File: config.mk
export PLATFORM = sky130hd
export DESIGN_NAME = exp_src_ctrl
export DESIGN_NICKNAME = d
export VERILOG_FILES = /design/src/rtl/cpu_pkg.sv /design/src/rtl/irq_debounce.sv /design/src/rtl/exp_src_ctrl.sv
export SDC_FILE = /design/constraint.sdc
export NUM_CORES = 1
export LEC_CHECK = 0
export ABC_AREA = 1
export BUFFER_PORTS_ARGS = -buffer_cell sky130_fd_sc_hd__buf_4
export CAP_MARGIN = 10
export CORE_MARGIN = 3
export CORE_UTILIZATION = 60
export CTS_BUF_LIST = sky130_fd_sc_hd__clkbuf_8
export DETAILED_ROUTE_END_ITERATION = 10
export GPL_ROUTABILITY_DRIVEN = 0
export PLACE_DENSITY = 0.79
export SKIP_LAST_GASP = 1
export SYNTH_ARGS = -nofsm -noshare
export SYNTH_HDL_FRONTEND = slang
export SYNTH_SLANG_ARGS = --single-unit
File: constraint.sdc
create_clock -name clk -period 2.5 [get_ports clk]
set_clock_uncertainty 0.15 [all_clocks]
set_input_delay 0.375 -clock clk [delete_from_list [all_inputs] [get_ports clk]]
set_output_delay 0.375 -clock clk [all_outputs]
set_load 0.03 [all_outputs]
File: src/rtl/cpu_pkg.sv
// Shared CPU definitions for the exception-source front end and CP0:
// controller state encoding, source count and CP0 cause codes.
package cpu_pkg;

    localparam int NUM_EXP_SRC = 3;

    typedef enum logic [1:0] {
        ST_IDLE    = 2'd0,
        ST_REQ     = 2'd1,
        ST_SERVICE = 2'd2
    } exp_state_e;

    // Cause codes CP0 reports for ExpSrc0..2.
    localparam logic [4:0] CAUSE_SRC0 = 5'd1;
    localparam logic [4:0] CAUSE_SRC1 = 5'd3;
    localparam logic [4:0] CAUSE_SRC2 = 5'd7;

    // Lowest-index set bit as a one-hot vector (zero if none set).
    function automatic logic [NUM_EXP_SRC-1:0] pick_winner(input logic [NUM_EXP_SRC-1:0] elig);
        pick_winner = elig & (~elig + 3'd1);
    endfunction

endpackage

File: src/rtl/irq_debounce.sv
// Two-flop synchroniser, debounce counter and debounced level for one
// external request line, plus a one-cycle pulse on each debounced rise.
module irq_debounce #(
    parameter int DEBOUNCE_CYCLES = 4,
    parameter int CNT_W           = 16
) (
    input  logic clk,
    input  logic reset,
    input  logic irq_in,
    output logic level_o,
    output logic rise_o
);

    localparam logic [CNT_W-1:0] LIMIT = CNT_W'(DEBOUNCE_CYCLES);

    logic             sync1_q, sync2_q;
    logic             level_q, level_d;
    logic             level_prev_q;
    logic [CNT_W-1:0] cnt_q, cnt_d;

    always_comb begin
        level_d = level_q;
        cnt_d   = '0;
        if (sync2_q != level_q) begin
            if (cnt_q + 1'b1 == LIMIT) begin
                level_d = sync2_q;
            end else begin
                cnt_d = cnt_q + 1'b1;
            end
        end
    end

    always_ff @(posedge clk) begin
        if (reset) begin
            sync1_q      <= 1'b0;
            sync2_q      <= 1'b0;
            level_q      <= 1'b0;
            level_prev_q <= 1'b0;
            cnt_q        <= '0;
        end else begin
            sync1_q      <= irq_in;
            sync2_q      <= sync1_q;
            level_q      <= level_d;
            level_prev_q <= level_q;
            cnt_q        <= cnt_d;
        end
    end

    assign level_o = level_q;
    assign rise_o  = level_q & ~level_prev_q;

endmodule

File: src/rtl/exp_src_ctrl.sv
// Exception-source front end for CP0: debounced edge capture, fixed-priority
// arbitration (source 0 highest) and a request/service handshake FSM.
module exp_src_ctrl
    import cpu_pkg::*;
#(
    parameter int DEBOUNCE_CYCLES = 4,
    parameter int CNT_W           = 16
) (
    input  logic       clk,
    input  logic       reset,
    input  logic [2:0] irq_in,
    input  logic [2:0] src_mask,
    input  logic       exp_block,
    input  logic       exp_taken,
    input  logic       is_eret,
    output logic [2:0] exp_src,
    output logic [2:0] pending,
    output logic [2:0] in_service,
    output logic       busy
);

    logic [NUM_EXP_SRC-1:0] level;
    logic [NUM_EXP_SRC-1:0] rise;

    genvar gi;
    generate
        for (gi = 0; gi < NUM_EXP_SRC; gi++) begin : g_deb
            irq_debounce #(
                .DEBOUNCE_CYCLES (DEBOUNCE_CYCLES),
                .CNT_W           (CNT_W)
            ) u_deb (
                .clk     (clk),
                .reset   (reset),
                .irq_in  (irq_in[gi]),
                .level_o (level[gi]),
                .rise_o  (rise[gi])
            );
        end
    endgenerate

    exp_state_e             state_q, state_d;
    logic [NUM_EXP_SRC-1:0] pending_q, pending_d;
    logic [NUM_EXP_SRC-1:0] exp_src_q, exp_src_d;
    logic [NUM_EXP_SRC-1:0] in_service_q, in_service_d;
    logic [NUM_EXP_SRC-1:0] eligible;
    logic [NUM_EXP_SRC-1:0] clr;

    assign eligible = pending_q & ~src_mask & {NUM_EXP_SRC{~exp_block}};

    always_comb begin
        state_d      = state_q;
        exp_src_d    = exp_src_q;
        in_service_d = in_service_q;
        clr          = '0;
        unique case (state_q)
            ST_IDLE: begin
                exp_src_d = '0;
                if (|eligible) begin
                    state_d   = ST_REQ;
                    exp_src_d = pick_winner(eligible);
                end
            end
            ST_REQ: begin
                // Taken beats any same-cycle loss of eligibility.
                if (exp_taken) begin
                    state_d      = ST_SERVICE;
                    in_service_d = exp_src_q;
                    clr          = exp_src_q;
                    exp_src_d    = '0;
                end else if ((exp_src_q & eligible) == '0) begin
                    state_d   = ST_IDLE;
                    exp_src_d = '0;
                end
            end
            ST_SERVICE: begin
                exp_src_d = '0;
                if (is_eret) begin
                    state_d      = ST_IDLE;
                    in_service_d = '0;
                end
            end
            default: begin
                state_d      = ST_IDLE;
                exp_src_d    = '0;
                in_service_d = '0;
            end
        endcase
        // A fresh edge in the clearing cycle keeps the request pending.
        pending_d = (pending_q & ~clr) | rise;
    end

    always_ff @(posedge clk) begin
        if (reset) begin
            state_q      <= ST_IDLE;
            pending_q    <= '0;
            exp_src_q    <= '0;
            in_service_q <= '0;
        end else begin
            state_q      <= state_d;
            pending_q    <= pending_d;
            exp_src_q    <= exp_src_d;
            in_service_q <= in_service_d;
        end
    end

    assign exp_src    = exp_src_q;
    assign pending    = pending_q;
    assign in_service = in_service_q;
    assign busy       = (state_q == ST_SERVICE);

endmodule
# Word level (Yosys, flattened, before mapping)
# Cells that the tools add are included.
# word_totals
ff_bits	71
inputBits	11
word_cells	80
# classes
n_addsub	4
n_eq_ne	12
muxes	14
bitwise_logic	20
n_reduce_logical	11
# ops
operator	count
$add A16 B1 Y16 const B	3
$eq A16 B3 Y1 const B	3
$mux W3	7
$and A3 B3 Y3	5
$reduce_or A3 Y1	4
$not A3 Y3	3
$pmux W3 S3	1
$mux W2	4
$not A1 Y1	8
$ne A2 B2 Y1 const B	3
$pmux W2 S3	1
$pmux W3 S2	1
$reduce_and A2 Y1	3
$reduce_and A3 Y1	2
$add A3 B1 Y3 const B	1
$and A1 B1 Y1	3
$logic_not A3 Y1	1
$ne A1 B1 Y1	3
$ne A3 B3 Y1 const B	1
$or A3 B3 Y3	1
$eq A2 B1 Y1 const B	1
$eq A2 B2 Y1 const B	1
$logic_not A2 Y1	1

# Depth between registers and ports, before layout
# Gate-level depths: netlist of run 1.
# depth
ltp_word	8
ltp_mapped	14
depth_no_buf	14

# Hierarchy
# From an unflattened synthesis of run 1, not the netlist that was laid out.
# unflattened
cells_unflattened	549
hier_area_um2	3769.9
# modules_own_cells
mod	n_inst	cells_per_inst	area_per_inst_um2	seq_area_each_um2
irq_debounce	3	159	1084.8	400.4
exp_src_ctrl	1	72	515.5	220.2

# Worst setup path after synthesis of run 1
# Ideal clock, no wire load.
# synth_path
path_kind	reg2reg
from	register g_deb[0].u_deb.cnt_q[0]
to	register g_deb[0].u_deb.cnt_q[0]
t_arrival_ns	1.716
required_time_ns	2.228
setup_slack_ns	0.513
path_stages_with_launch	11
n_path_buf	1
path_cell_list	dfxtp_1 ha_1 nand3_1 inv_1 nand2_1 xnor2_1 nor2_1 nand3_1 o21ai_4 buf_6 nor2_1
# synth_between
elab_chain_cells	3
# synth_rtl
item	line_no	source
start, declared	irq_debounce.sv:19	logic [CNT_W-1:0] cnt_q, cnt_d;
start signal, assigned	irq_debounce.sv:45	cnt_q <= cnt_d;
$add A16 B1 Y16 *	irq_debounce.sv:25, irq_debounce.sv:28	
$eq A16 B3 Y1	irq_debounce.sv:25	if (cnt_q + 1'b1 == LIMIT) begin
$reduce_or A3 Y1 (no line)	n/a	
# Every way passes the cells marked *; elsewhere a longest branch is shown, timed or not.
# A chain may end at the register's enable or synchronous reset.

# Worst setup path in the final report of run 1
# layout_path
from	register g_deb[0].u_deb.cnt_q[0]
to	register g_deb[0].u_deb.cnt_q[4]
# The elaborated chain is that of the path after synthesis.

==> results of run 1 <==
## flip-flops by register name, summed over array words and instances, names as in the netlist
register and cells:
g_deb.u_deb.cnt_q 48, exp_src 3, g_deb.u_deb.level_o 3, g_deb.u_deb.level_prev_q 3, g_deb.u_deb.sync1_q 3, g_deb.u_deb.sync2_q 3, in_service 3, pending 3
state_q 2
## layout make-up
| class | count | area share, % |
|---|---|---|
| Timing Repair Buffer | 21 | 4.37 |
| Sequential cell | 71 | 36.5 |
| Clock buffer | 10 | 3.53 |
| Multi-Input combinational cell | 375 | 44.1 |
| Inverter | 81 | 7.81 |
| Tap cell | 72 | 2.31 |
| Clock inverter | 6 | 1.38 |
## per-layer routing
| metal | global-route usage, % | wire length (um) | vias to the layer above |
|---|---|---|---|
| li1 | - | - | 1702 |
| met1 | 26.3 | 3140 | 1441 |
| met2 | 38.1 | 3180 | 50 |
| met3 | 5.10 | 266 | 8 |
| met4 | 7.64 | 95 | 0 |
| met5 | 0 | 0 | - |
## critical path: stages, from the launching register on
cell	delay (ns)
dfxtp_1	0.46
ha_1	0.24
nand3_1	0.16
nor2_1	0.21
nor2_1	0.07
nor2_1	0.12
nand2_1	0.07
nor2_1	0.09
nand3_1	0.15
o21ai_4	0.20
buf_12	0.15
a21oi_1	0.05
## metrics by stage
stage,std cells,power [W]
global route,636,0.00212
detailed placement,619,0.00120
finish,636,0.00206
floorplan,532,0.00119
global placement,619,0.00120
CTS,635,0.00208
## power groups by stage
stage	combinational, W	clock [W]	sequential, W
CTS	0.0000372	0.000899	0.00114
floorplan	0.0000218	0	0.00117
finish	0.0000385	0.000882	0.00114
global route	0.0000429	0.000941	0.00114
detailed placement	0.0000369	0	0.00117
global placement	0.0000362	0	0.00117
## cells in the final DEF (no fill, tap or decap), types with 4 or more instances in the layout
cell type  count
nand2_1      148
nor2_1       110
inv_1         84
dfxtp_1       71
nand3_1       33
a21oi_1       26
buf_4         20
nand4_1       15
clkbuf_8      10
nand3b_1       5
ha_1           5
nor2_2         4
xor2_1         4
nor3_1         4
xnor2_1        4
## cell families after synthesis
family                   count (synthesis)  synth area share, %
AO/OA/AOI/OAI                           37                 6.22
XOR/XNOR                                 8                 2.01
adder cells (fa/ha/maj)                  5                 1.80
buffers and inverters                   86                 9.81
flip-flops                              71                 40.8
AND/OR/NAND/NOR                        325                 39.3
## worst paths after layout
check	startpoint	endpoint	cells past startpoint
worst min register to register	g_deb[0].u_deb.sync1_q	g_deb[0].u_deb.sync2_q	2
worst min-delay path	irq_in[1]	g_deb[1].u_deb.sync1_q	3
worst max register to register	g_deb[0].u_deb.cnt_q[0]	g_deb[0].u_deb.cnt_q[4]	11
worst max-delay path	g_deb[0].u_deb.cnt_q[0]	g_deb[0].u_deb.cnt_q[4]	11
==> run summary, run 1 <==
The count of flip-flops with a built-in enable after synthesis came out at 0. Post-detailed-routing wire length: 6.69 mm. The arrival time of data at the critical path endpoint is 2.30 ns, and the post-layout minimum cycle time is 2.23 ns. Sequential cells burn 55.3% of the power. Sorting the synthesized cells by area gives the leading types as dfxtp_1, nand2_1, nor2_1, inv_1, nand3_1. The first global-routing pass estimated 11.7 mm of wire.

The clock latency reported for the late side of the worst-skew pair is 0.34 ns. For this run, the post-layout net count is 575. For the internal power consumption, the log shows 0.00163 W. The largest area contributor in the synthesized netlist was dfxtp_1. The proportion of synthesized flip-flops having asynchronous set or reset was 0%. The run gives 0 as the initial antenna violation count. For the post-route DRC violation count, the log shows 0.

By instance count, the leading cell after synthesis is nand2_1. Across every metal layer, demand over resource in global routing totals 21.9%. Summed over all layers, the global routing overflow is 0. The logs give 1.63 nW for the leakage power of the design and 3890 um^2 for the design area.

The summed instance area of the synthesized netlist was 3480 um^2. The count of buffers added on input and output ports is 20. The number of clock buffers added by TritonCTS is 9.

The final count of negative-setup-slack endpoints was 0. Hold violation total from the final report: 0. The switching component of the power was 0.000431 W; the first-pass detailed-route iteration total was 4. Synthesis inferred 71 register bits. The clock net in this run drives a total of 71 sinks. At the pin with the least slew margin, the transition time is 0.386 ns. In this run, the clock network consumes 42.8% of the power. The multi-input combinational cells in the finished layout cover a total of 1720 um^2.

The logs give 0 for the total count of max-transition violations in the final report and 28 for the number of library cell types mapped by synthesis. In the final routed layout, each cell accounts on average for 10.5 um. Measured along the y axis, the die boundary spans 82.2 um. The synthesized design devotes to its leading area cell type 40.8% of total area. Max-cap violations in this run came to 0. For this configuration, the core starts out at a cell density of 62.4%. Summing all flip-flop and latch instances after layout gives 1420 um^2. The headroom to the max-slew limit came out at 74.2%. By count the netlist is led by nand2_1, nor2_1, inv_1. Across the VDD grid, the largest voltage drop is 0.413 mV. Summed over all nets, the half-perimeter wirelength after detailed placement is 4.98 mm. Power density of the placed cells: 529 nW/um^2.

Final critical-path setup slack: 0.271 ns. The run gives 0 as the number of nets with antenna violations after detailed routing. The clock root buffer was clkbuf_8.

The logs give 5570 um^2 for the total core area and 131 for the violation count after the first detailed-routing iteration. Combinational cells account for 1.9% of the total power. In this run, post-CTS repair resized a total of 0 instances. The switching part of the total came out at 20.9%. The layout has 486 filler cells. The worst setup path is launched from a flop. The total number of placement rows was 27; the number of buffers between clock root and the deepest sink was 2. The class of the tightest hold or removal check was in2reg. In the synthesized netlist, the number of instances is 532.

The run gives 0.449 GHz as the maximum clock frequency. Per-cell via count in the routed design: 5.03. TritonCTS built the clock tree.

For the instance area at placement, the log shows 3680 um^2. The flow ran to the end, and the final reports show no timing, DRC or antenna violations. The data required time at the worst endpoint is 2.57 ns, and the final standard cell utilization of the core is 69.9%. The routed layout has 3201 vias.

The H-tree generated during clock tree synthesis spans 3 levels. Summing the sequential cell areas from Yosys gives 40.8% of the chip area. The run gives 0 as the total setup buffers inserted after CTS. The setup check on the worst reg-to-reg path leaves a slack of 0.27 ns.

The via count of the first global-routing pass came out at 2917. After clock tree synthesis, the flow added hold-fix buffers numbering 0. The number of inserted diodes was 0; the number of nets produced by synthesis was 548.

Of all nets on the critical path, the largest fanout is 16. The proportion of layout cells with a drive suffix above 1 is 8.16%, and the relative area change from synthesis to final layout is 11.9%. STA classifies the critical path endpoint as a flop. The die is 82.2 um wide. The I/O pin total is 21. Setup repair after global routing left no endpoint under its margin. The pre-CTS setup slack came out at 0.228 ns. After clock tree synthesis, the clock-pin slew on the worst setup and hold paths is 0.07 ns. The critical path is of the reg2reg type. In the synthesized netlist the dominant register cell turns out to be dfxtp_1.

The part of the cycle the worst path needs is 89.2%, and the yosys synthesis warning count is 0. Entering global routing, the biggest net connects 23 pins. The logs give 0 ns for the aggregate negative setup slack and 6750 um^2 for the die footprint. The synthesized area per cell is 6.54 um^2. On the final layout, the worst hold slack is 0.0881 ns.
Power figures use the tool's default switching activity.
==> run 2: changes to the inputs <==
CELL_PAD_IN_SITES_DETAIL_PLACEMENT = 1   (was unset)
CELL_PAD_IN_SITES_GLOBAL_PLACEMENT = 2   (was unset)
CORE_UTILIZATION = 37   (was 60)
PLACE_DENSITY = unset   (was 0.79)
PLACE_DENSITY_LB_ADDON = 0.1   (was unset)
SKIP_CTS_REPAIR_TIMING = 1   (was unset)
clock period = 2.6 ns   (was 2.5 ns; I/O delays follow)
==> run summary, run 2 (synthesized netlist as in run 1, its figures left out) <==
The clock tree synthesis step divided the H-tree into 3 levels. The initial standard-cell utilization of the core came out at 39.0%. On the critical path the largest part of the delay comes from simple AND/OR/NAND/NOR gates. Buffers placed on the I/O ports in this run total 20.

The run gives 0 as the initial antenna violation count. The tightest min-delay check is of the in2reg type. The number of antenna diodes in the final layout is 0. Global routing used 16.8% of the available tracks. The region available for standard cell placement spans 8930 um^2.

The post-route netlist has 8.51% of its cells at a drive strength greater than 1. The flow ran to the end, and the final reports show no timing, DRC or antenna violations. The worst stage delay on the critical path was 0.36 ns; the design area was 3900 um^2.

For this design the static power due to leakage is 1.61 nW. The number of nets with antenna violations after detailed routing came out at 0. Startpoint kind of the worst setup timing path: a flop.

The logs give 0.446 GHz for the maximum clock frequency and 71 for the clock net sink count. Leaving out fill and tap cells, the most frequent cell in the layout is nand2_1. The register with the most flip-flops in the layout has 48 of them.

After detailed routing, the number of vias per cell comes to 4.82. The logs give 4 for the first-pass detailed-route iteration total and 0 for the hold violation total from the final report. The power density of the placed cells works out to 481 nW/um^2.

Summing over every cut layer, the via total after detailed routing is 3241. Together, buffers and inverters on the worst path number 0. From bottom edge to top edge, the die measures 103 um. The initialized floorplan defines 34 standard-cell rows. On the critical path, the stage with the largest delay is an instance of dfxtp_1. The logs give 14.4 mm for the first-pass GRT wire length and 0 for the aggregate global routing overflow. After layout, the minimum clock period comes to 2.24 ns. Adding up every negative setup slack in the final design gives 0 ns. The clock root buffer was clkbuf_8. Once placement finished, the instance area stood at 3730 um^2. The area growth from synthesis to layout is 12.1%.

The net count of the finished layout is 577. By startpoint and endpoint, the worst setup path is classified as reg2reg. The worst setup path is captured at a flop. Measured along the x axis, the die boundary spans 103 um. The tools report the maximum number of pins on one net before global-route repair as 23.

The tools report the via count of the first global-routing pass as 3299. Leaving out fill and tap cells, the most frequent cells in the layout are nand2_1, nor2_1, inv_1. For the total count of max-transition violations in the final report, the log shows 0. For this run, design rule violations remaining after detail routing come to 0. The final layout contains routed wiring with a total length of 8.24 mm.

In this run the tightest slew margin relative to its limit is 76.8%. For the pin with the worst max-slew slack, the measured transition is 0.347 ns. Traced cell by cell, the critical path runs through ha_1, nand3_1, nor2_2, nand2_1, o21ai_2, nand2_1, nor2_1, nand3_2, nand2_2, a21oi_1. Along the worst path, the maximum fanout reaches 15.

The die footprint was 10600 um^2; the number of violations of the max-capacitance limit was 0. The later pin in the worst-skew pair is clocked with a latency of 0.34 ns. The tools report the I/O pin total as 21.

By instance count, the cell type seen most on the critical path is nand2_1. The tools report the number of fill cells as 1203. In this run, the number of DRC markers left after iteration 0 of detailed routing was 48. The run gives 1720 um^2 as the area of the multi-input gates. In the final routed layout, each cell accounts on average for 12.3 um. Of the available clock period, the critical path in the final layout requires 86.2%.

Clock-pin slew was measured on the worst setup and hold paths at 0.08 ns. The clock buffer count from CTS was 9. TritonCTS built the clock tree. Summing all flip-flop and latch instances after layout gives 1420 um^2.

At the worst endpoint, the required time is 2.67 ns. The run gives 0.181 mV as the peak supply drop. Setup repair after global routing left no endpoint under its margin. The logs give 2.31 ns for the arrival time of data at the critical path endpoint and 2 for the number of buffers between clock root and the deepest sink.

The detailed placement HPWL came out at 6.17 mm. Setup violations remaining at the end of the flow were counted as 0. Across all hold checks on the routed design, the worst slack comes to 0.0948 ns. g_deb.u_deb.cnt_q holds more flip-flops than any other register.
## run 2: changes by cell type in the layout (fill, tap and decap cells not counted)
cell / delta
bufinv_16: -1
clkinv_2: +1
clkbuf_8: -1
buf_12: -1
clkinvlp_4: +1
inv_1: -2
buf_4: +3
## run 2: power breakdown
part	switching (W)	total [W]	internal [W]	leakage [nW]
registers	0.00000362	0.00110	0.00109	0.573
clock network	0.000415	0.000744	0.000329	0.0781
logic	0.0000220	0.0000386	0.0000166	0.954
## run 2: layout make-up
class | instances | share of cell area (%)
multi-input cells | 375 | 44.0
flip-flops and latches | 71 | 36.4
inverters | 81 | 7.79
repair buffers | 23 | 4.42
well taps | 108 | 3.46
clock buffers | 9 | 3.17
clock inverters | 5 | 0.737
## run 2: metrics by stage
| step | util, % | setup WS (ns) | instances | total power [W] |
|---|---|---|---|---|
| 2_1_floorplan | - | 0.613 | 532 | 0.00114 |
| 3_3_place_gp | 41.7 | 0.300 | 655 | 0.00116 |
| 3_5_place_dp | 41.7 | 0.228 | 655 | 0.00116 |
| 4_1_cts | 43.4 | 0.199 | 669 | 0.00191 |
| 5_1_grt | 43.7 | 0.0718 | 672 | 0.00196 |
| 6_report | 43.7 | 0.358 | 672 | 0.00188 |
## run 2: final timing paths
check	slack [ns]	cells past startpoint	end	start
worst max register to register	0.36	10	g_deb[1].u_deb.cnt_q[14]	g_deb[1].u_deb.cnt_q[0]
worst min-delay path	0.09	3	g_deb[0].u_deb.sync1_q	irq_in[0]
worst max-delay path	0.36	10	g_deb[1].u_deb.cnt_q[14]	g_deb[1].u_deb.cnt_q[0]
worst min register to register	0.26	2	g_deb[2].u_deb.sync2_q	g_deb[2].u_deb.sync1_q
## run 2: per-layer routing
metal | vias to the layer above | share of wire (%) | wire, um | GRT usage [%]
met5 | - | 0 | 0 | 0
met4 | 0 | 1.3 | 105 | 5.68
met3 | 10 | 2.9 | 242 | 3.18
met2 | 35 | 45 | 3700 | 27.6
met1 | 1495 | 51 | 4190 | 22.1
li1 | 1701 | - | - | -
## run 2: worst reg2reg max path, cell delays in order, from the launching register on
cell and delay [ns]:
dfxtp_1 0.36, ha_1 0.22, nand3_1 0.17, nor2_2 0.20
nand2_1 0.15, o21ai_2 0.15, nand2_1 0.06, nor2_1 0.15
nand3_2 0.14, nand2_2 0.28, a21oi_1 0.08
